File: src/rtl/game_pkg.sv
// rtl/game_pkg.sv - game-wide object identifiers shared across the frame pipeline
package game_pkg;

  typedef enum logic [1:0] {
    OBJECT_NONE  = 2'd0,
    OBJECT_CAR1  = 2'd1,
    OBJECT_CAR2  = 2'd2,
    OBJECT_TRACK = 2'd3
  } ObjectID;

endpackage

File: src/rtl/sram_pkg.sv
// rtl/sram_pkg.sv - external SRAM geometry and sprite region bases shared by encoder and fetcher
package sram_pkg;

  localparam int SRAM_ADDR_COUNT = 20;
  localparam int SRAM_DATA_WIDTH = 16;

  localparam logic [SRAM_ADDR_COUNT-1:0] CAR1_SPRITE_BASE = 20'h0_8000;
  localparam logic [SRAM_ADDR_COUNT-1:0] CAR2_SPRITE_BASE = 20'h0_9000;

endpackage

File: src/rtl/sprite_row_fetcher_pkg.sv
// rtl/sprite_row_fetcher_pkg.sv - fetcher FSM states and sprite base selection
package sprite_row_fetcher_pkg;
  import game_pkg::*;
  import sram_pkg::*;

  typedef enum logic [1:0] {
    ST_IDLE  = 2'd0,
    ST_FETCH = 2'd1,
    ST_DONE  = 2'd2
  } fetch_state_e;

  function automatic logic is_car(input ObjectID id);
    return (id == OBJECT_CAR1) || (id == OBJECT_CAR2);
  endfunction

  function automatic logic [SRAM_ADDR_COUNT-1:0] sprite_base(input ObjectID id);
    return (id == OBJECT_CAR2) ? CAR2_SPRITE_BASE : CAR1_SPRITE_BASE;
  endfunction

endpackage

File: src/rtl/sprite_row_fetcher_buffer.sv
// rtl/sprite_row_fetcher_buffer.sv - ping-pong row storage, one write port and one registered read port
module sprite_row_buffer #(
  parameter int IMAGE_SIZE = 64,
  parameter int DATA_WIDTH = 16,
  parameter int IDX_WIDTH  = $clog2(IMAGE_SIZE)
) (
  input  logic                  i_clk,
  input  logic                  i_rst_n,
  input  logic                  i_wr_bank,
  input  logic [IDX_WIDTH-1:0]  i_wr_idx,
  input  logic [DATA_WIDTH-1:0] i_wr_data,
  input  logic                  i_we,
  input  logic                  i_rd_bank,
  input  logic [IDX_WIDTH-1:0]  i_rd_idx,
  output logic [DATA_WIDTH-1:0] o_rd_data
);

  // Bank select is the MSB of the flat storage index.
  logic [DATA_WIDTH-1:0] mem_q [2*IMAGE_SIZE];
  logic [DATA_WIDTH-1:0] rd_data_d, rd_data_q;

  always_ff @(posedge i_clk) begin
    if (i_we) begin
      mem_q[{i_wr_bank, i_wr_idx}] <= i_wr_data;
    end
  end

  always_comb begin
    rd_data_d = mem_q[{i_rd_bank, i_rd_idx}];
  end

  always_ff @(posedge i_clk or negedge i_rst_n) begin
    if (!i_rst_n) begin
      rd_data_q <= '0;
    end else begin
      rd_data_q <= rd_data_d;
    end
  end

  assign o_rd_data = rd_data_q;

endmodule

File: src/rtl/sprite_row_fetcher.sv
// rtl/sprite_row_fetcher.sv - fetches one car sprite row from SRAM into a ping-pong row buffer
module sprite_row_fetcher
  import game_pkg::*;
  import sram_pkg::*;
  import sprite_row_fetcher_pkg::*;
#(
  parameter int IMAGE_SIZE = 64,
  parameter int ADDR_WIDTH = SRAM_ADDR_COUNT,
  parameter int DATA_WIDTH = SRAM_DATA_WIDTH,
  parameter int IDX_WIDTH  = $clog2(IMAGE_SIZE)
) (
  input  logic                  i_clk,
  input  logic                  i_rst_n,
  input  logic                  i_start,
  input  ObjectID               i_object_id,
  input  logic [IDX_WIDTH:0]    i_row,
  input  logic                  i_bus_busy,
  input  logic [DATA_WIDTH-1:0] i_sram_data,
  output logic [ADDR_WIDTH-1:0] o_sram_addr,
  output logic                  o_busy,
  output logic                  o_done,
  output logic                  o_err,
  input  logic                  i_swap,
  output logic                  o_bank_full,
  input  logic [IDX_WIDTH-1:0]  i_rd_idx,
  output logic [DATA_WIDTH-1:0] o_rd_data
);

  fetch_state_e state_q, state_d;
  logic [ADDR_WIDTH-1:0] base_q, base_d;
  logic [IDX_WIDTH-1:0]  row_q, row_d;
  logic [IDX_WIDTH-1:0]  col_q, col_d;
  logic                  display_q, display_d;
  logic                  bank_full_q, bank_full_d;
  logic                  err_q, err_d;

  logic start_ok;
  logic issue;
  logic last_col;
  logic swap_ok;

  assign start_ok = i_start && (i_row < (IDX_WIDTH+1)'(IMAGE_SIZE)) && is_car(i_object_id);
  assign issue    = (state_q == ST_FETCH) && !i_bus_busy;
  assign last_col = (col_q == IDX_WIDTH'(IMAGE_SIZE - 1));
  assign swap_ok  = i_swap && (state_q != ST_FETCH);

  always_ff @(posedge i_clk or negedge i_rst_n) begin
    if (!i_rst_n) begin
      state_q     <= ST_IDLE;
      base_q      <= '0;
      row_q       <= '0;
      col_q       <= '0;
      display_q   <= 1'b0;
      bank_full_q <= 1'b0;
      err_q       <= 1'b0;
    end else begin
      state_q     <= state_d;
      base_q      <= base_d;
      row_q       <= row_d;
      col_q       <= col_d;
      display_q   <= display_d;
      bank_full_q <= bank_full_d;
      err_q       <= err_d;
    end
  end

  always_comb begin
    state_d = state_q;
    case (state_q)
      ST_IDLE:  if (start_ok) state_d = ST_FETCH;
      ST_FETCH: if (issue && last_col) state_d = ST_DONE;
      ST_DONE:  state_d = ST_IDLE;
      default:  state_d = ST_IDLE;
    endcase
  end

  always_comb begin
    base_d      = base_q;
    row_d       = row_q;
    col_d       = col_q;
    display_d   = display_q;
    bank_full_d = bank_full_q;
    err_d       = 1'b0;
    if ((state_q == ST_IDLE) && i_start) begin
      if (start_ok) begin
        base_d      = ADDR_WIDTH'(sprite_base(i_object_id));
        row_d       = i_row[IDX_WIDTH-1:0];
        col_d       = '0;
        bank_full_d = 1'b0;
      end else begin
        err_d = 1'b1;
      end
    end
    if (issue) begin
      col_d = col_q + 1'b1;
      if (last_col) bank_full_d = 1'b1;
    end
    // A swap in the DONE cycle overrides the row-complete flag set on entry.
    if (swap_ok) begin
      display_d   = ~display_q;
      bank_full_d = 1'b0;
    end
  end

  always_comb begin
    o_busy      = (state_q != ST_IDLE);
    o_done      = (state_q == ST_DONE);
    o_err       = err_q;
    o_bank_full = bank_full_q;
    o_sram_addr = base_q + ADDR_WIDTH'(row_q) * ADDR_WIDTH'(IMAGE_SIZE) + ADDR_WIDTH'(col_q);
  end

  sprite_row_buffer #(
    .IMAGE_SIZE (IMAGE_SIZE),
    .DATA_WIDTH (DATA_WIDTH),
    .IDX_WIDTH  (IDX_WIDTH)
  ) u_row_buffer (
    .i_clk     (i_clk),
    .i_rst_n   (i_rst_n),
    .i_wr_bank (~display_q),
    .i_wr_idx  (col_q),
    .i_wr_data (i_sram_data),
    .i_we      (issue),
    .i_rd_bank (display_q),
    .i_rd_idx  (i_rd_idx),
    .o_rd_data (o_rd_data)
  );

endmodule

File: config.mk
export PLATFORM = sky130hd
export DESIGN_NAME = sprite_row_fetcher
export DESIGN_NICKNAME = d
export VERILOG_FILES = /design/src/rtl/game_pkg.sv /design/src/rtl/sram_pkg.sv /design/src/rtl/sprite_row_fetcher_pkg.sv /design/src/rtl/sprite_row_fetcher_buffer.sv /design/src/rtl/sprite_row_fetcher.sv
export SDC_FILE = /design/constraint.sdc
export NUM_CORES = 2
export LEC_CHECK = 0
export ABC_AREA = 1
export BUFFER_PORTS_ARGS = -buffer_cell sky130_fd_sc_hd__buf_4
export CORE_ASPECT_RATIO = 0.9
export CORE_MARGIN = 3
export CORE_UTILIZATION = 45
export DETAILED_ROUTE_END_ITERATION = 12
export PLACE_DENSITY = 0.71
export SYNTH_ARGS = -nofsm -noshare
export SYNTH_HDL_FRONTEND = slang
export SYNTH_SLANG_ARGS = --single-unit
File: constraint.sdc
create_clock -name i_clk -period 4 [get_ports i_clk]
set_clock_uncertainty 0.05 [all_clocks]
set_input_delay 0 -clock i_clk [delete_from_list [all_inputs] [get_ports i_clk]]
set_output_delay 0 -clock i_clk [all_outputs]
set_load 0.01 [all_outputs]
==> run metrics <==
Routed Wire Length=232800 um; number of sinks handled by clock tree synthesis=2083; ratio of cells with drive above 1 in the final layout=about 8.8%; startpoint of the worst register-to-register path=state_q[1]$_DFFE_PN0P_; post-route worst hold slack=59.49 ps; wire per inst=about 24 um; GRT Resource Usage Total=around a quarter; most used cells in the layout excluding fill and tap cells=2116 x nand2_1, 2048 x edfxtp_1, 2019 x nand3_1; Final nets=between 7000 and 8000; Syn. warnings=0; commonest non-fill, non-tap cell in the layout=nand2_1; synthesized area per cell=approximately 12 sq um; maximum number of pins on one net before global-route repair=between 150 and 200; via count of the first global-routing pass=between 50000 and 60000; row count=roughly 150; clock-pin slew on the worst setup and hold paths=approximately 60 ps; worst setup path category=reg2reg; via count of the routed design=approximately 56000; post-route cell area=0.09448 sq mm; final number of max-transition violations=0; multi-input logic area=0.01877 sq mm; leading cell types by total area after synthesis=edfxtp_1 74%, nand3_1 12%, nand2_1 9.5%; post-synthesis cell area=0.08362 sq mm; number of DRC markers in iteration 0=between 8000 and 9000; Hold Path Cell Cnt=6; detailed-routing iteration count for the pre-antenna-repair pass=6; number of hold violations in the final report=0; Startpoint Class=flop; maximum fanout along the worst path=10; largest area contributor in the netlist=edfxtp_1; number of routed nets with antenna violations=0; x dimension of the die=460.4 um; CP Capture Type=flop; root buffer cell=clkbuf_16; startpoint of the most critical hold path=i_rd_idx[3]; footprint of the flip-flops and latches=~0.062 sq mm; arrival time reported for the critical path endpoint=approximately 3700 ps; Util after Layout=51.35%; Tcrit/Tclk final=about four fifths; leakage power of the design=33.21 nW; clock period minus worst slack=3243 ps; share of Yosys cell area claimed by the top area cell type=between 70% and 80%; number of buffers created by CTS=between 200 and 250; start point of the critical path=state_q[1]$_DFFE_PN0P_; post-route DRC violation count=0; f_max=0.3083 GHz; source-to-sink clock delay at the later pin of the worst-skew pair=just over 800 ps; result of the run=completed; area of the core=roughly 0.18 sq mm; antenna violations before repair=5; required time reported for the critical path endpoint=4460 ps; signed area change from the synthesized netlist to the final layout=12.99%; Placed Area=between 0.08 and 0.09 sq mm; Port-buffer cells=just under 70; clock buffer depth=3; detailed placer's ending HPWL=131400 um; total of fill cells in the finished design=about 15000; total setup buffers inserted after CTS=0; worst-case headroom to the max-slew limit=about a fifth; global-route wire length before repair=about 340000 um; transition time at the pin with the least slew margin=approximately 1200 ps; MaxCap Viol Count=0; GRT overflow=0; number of cell instances on the worst register-to-register path=9; final estimated routing congestion in global placement=0.9402; # placed instances=approximately 9200; number of vias per cell after detailed routing=5.828; class of the worst hold path=in2reg; synthesized instance count=6871; setup TNS=0 ps; total I/O pin count=76; P per Cell Area=507.6 mW/mm^2; unrepaired setup endpoints after global routing=no; post-route non-filler standard cell count=9599; starting utilization of the core area=45.44%; Unique masters post-synth=29; flops & latches, synth=roughly 2100; depth of the CTS H-tree=4; sequential share of the synthesized area=between 70% and 80%; worst supply voltage drop on vdd=approximately 450 uV; height of the die=414.9 um; final setup vio count=0; Die Footprint=0.1910 sq mm; CTS tree=yes
report_power, final:
group	internal (mW)	total (mW)	switching, mW
logic	1.08	4.16	3.08
clock network	10.9	19.1	8.21
registers	24.4	24.7	0.300
total	36.4	48.0	11.6
stage by stage:
| step | total power [mW] | worst slack, ps |
|---|---|---|
| after floorplan | 27.05 | 1506 |
| after global placement | 29.11 | 915.7 |
| after detailed placement | 29.18 | 904.2 |
| after CTS | 48.04 | 862.4 |
| after global routing | 49.27 | 589.6 |
| final | 47.96 | 756.6 |
state kept, by name, indices dropped and copies added, names as in the netlist:
signal                  flops
u_row_buffer.mem_q       2048
u_row_buffer.o_rd_data     16
col_q                       6
row_q                       6
base_q                      2
state_q                     2
display_q                   1
o_bank_full                 1
o_err                       1
per-layer routing:
metal | GRT usage (%) | vias to the layer above | part of all wire [%] | wire length (um)
met5 | 0 | - | 0.0073 | 17
met4 | 9.747 | 4 | 4.3 | 10090
met3 | 5.369 | 438 | 12 | 26890
met2 | 35.87 | 3439 | 45 | 104500
met1 | 33.86 | 27283 | 39 | 91240
li1 | - | 24777 | - | -
logic make-up after synthesis:
| family | synth area share (%) |
|---|---|
| AO/OA/AOI/OAI | 0.07332 |
| XOR/XNOR | 0.01048 |
| adder cells (fa/ha/maj) | 0.02992 |
| buffers and inverters | 2.997 |
| flip-flops | 74.60 |
| other | 0.004485 |
| AND/OR/NAND/NOR | 22.29 |
Yosys cell counts:
cell type	count
nand2_1	2116
edfxtp_1	2048
nand3_1	2021
buf_2	276
nor2_1	144
clkbuf_1	72
buf_1	53
buf_4	37
dfrtp_1	35
buf_6	25
inv_1	19
o21ai_0	4
ha_1	2
inv_2	2
nor3_1	2
o22ai_1	2
a21boi_0	1
a21oi_1	1
clkbuf_4	1
clkinv_1	1
conb_1	1
inv_4	1
nor2_2	1
nor2_4	1
o21bai_1	1
o31a_1	1
or2_2	1
or3_1	1
xor2_1	1
timing repair:
action | 4_1_cts | 5_1_grt
gates resized for setup | 0 | 0
hold endpoints to repair | 1126 | 0
hold buffers | 57 | 0
layout make-up:
cell class	instances	area share, %
clock buffers	259	5.784
inverters	23	0.1271
clock inverters	118	1.286
flip-flops and latches	2083	66.02
well taps	2416	3.199
diodes	3	0.007946
multi-input cells	4306	19.86
repair buffers	391	3.716
critical path, cell delays in order, from the launching register on:
cell and delay (ps):
dfrtp_1 380, inv_1 80, nand2_1 120, nor2_4 210, inv_1 100, nor2_1 280, nand2_1 500, buf_4 430
nor2_1 480, buf_4 290
worst paths after layout:
kind	end	slack [ps]
max	u_row_buffer.mem_q[0][7]$_DFFE_PP_	760
min	u_row_buffer.o_rd_data[0]$_DFF_PN0_	60
max in group asynchronous	u_row_buffer.o_rd_data[3]$_DFF_PN0_	3490
max reg2reg	u_row_buffer.mem_q[0][7]$_DFFE_PP_	760
min in group asynchronous	row_q[5]$_DFFE_PN0P_	170
min reg2reg	base_q[15]$_DFFE_PN0P_	440
(Power assumes the default switching activity.)
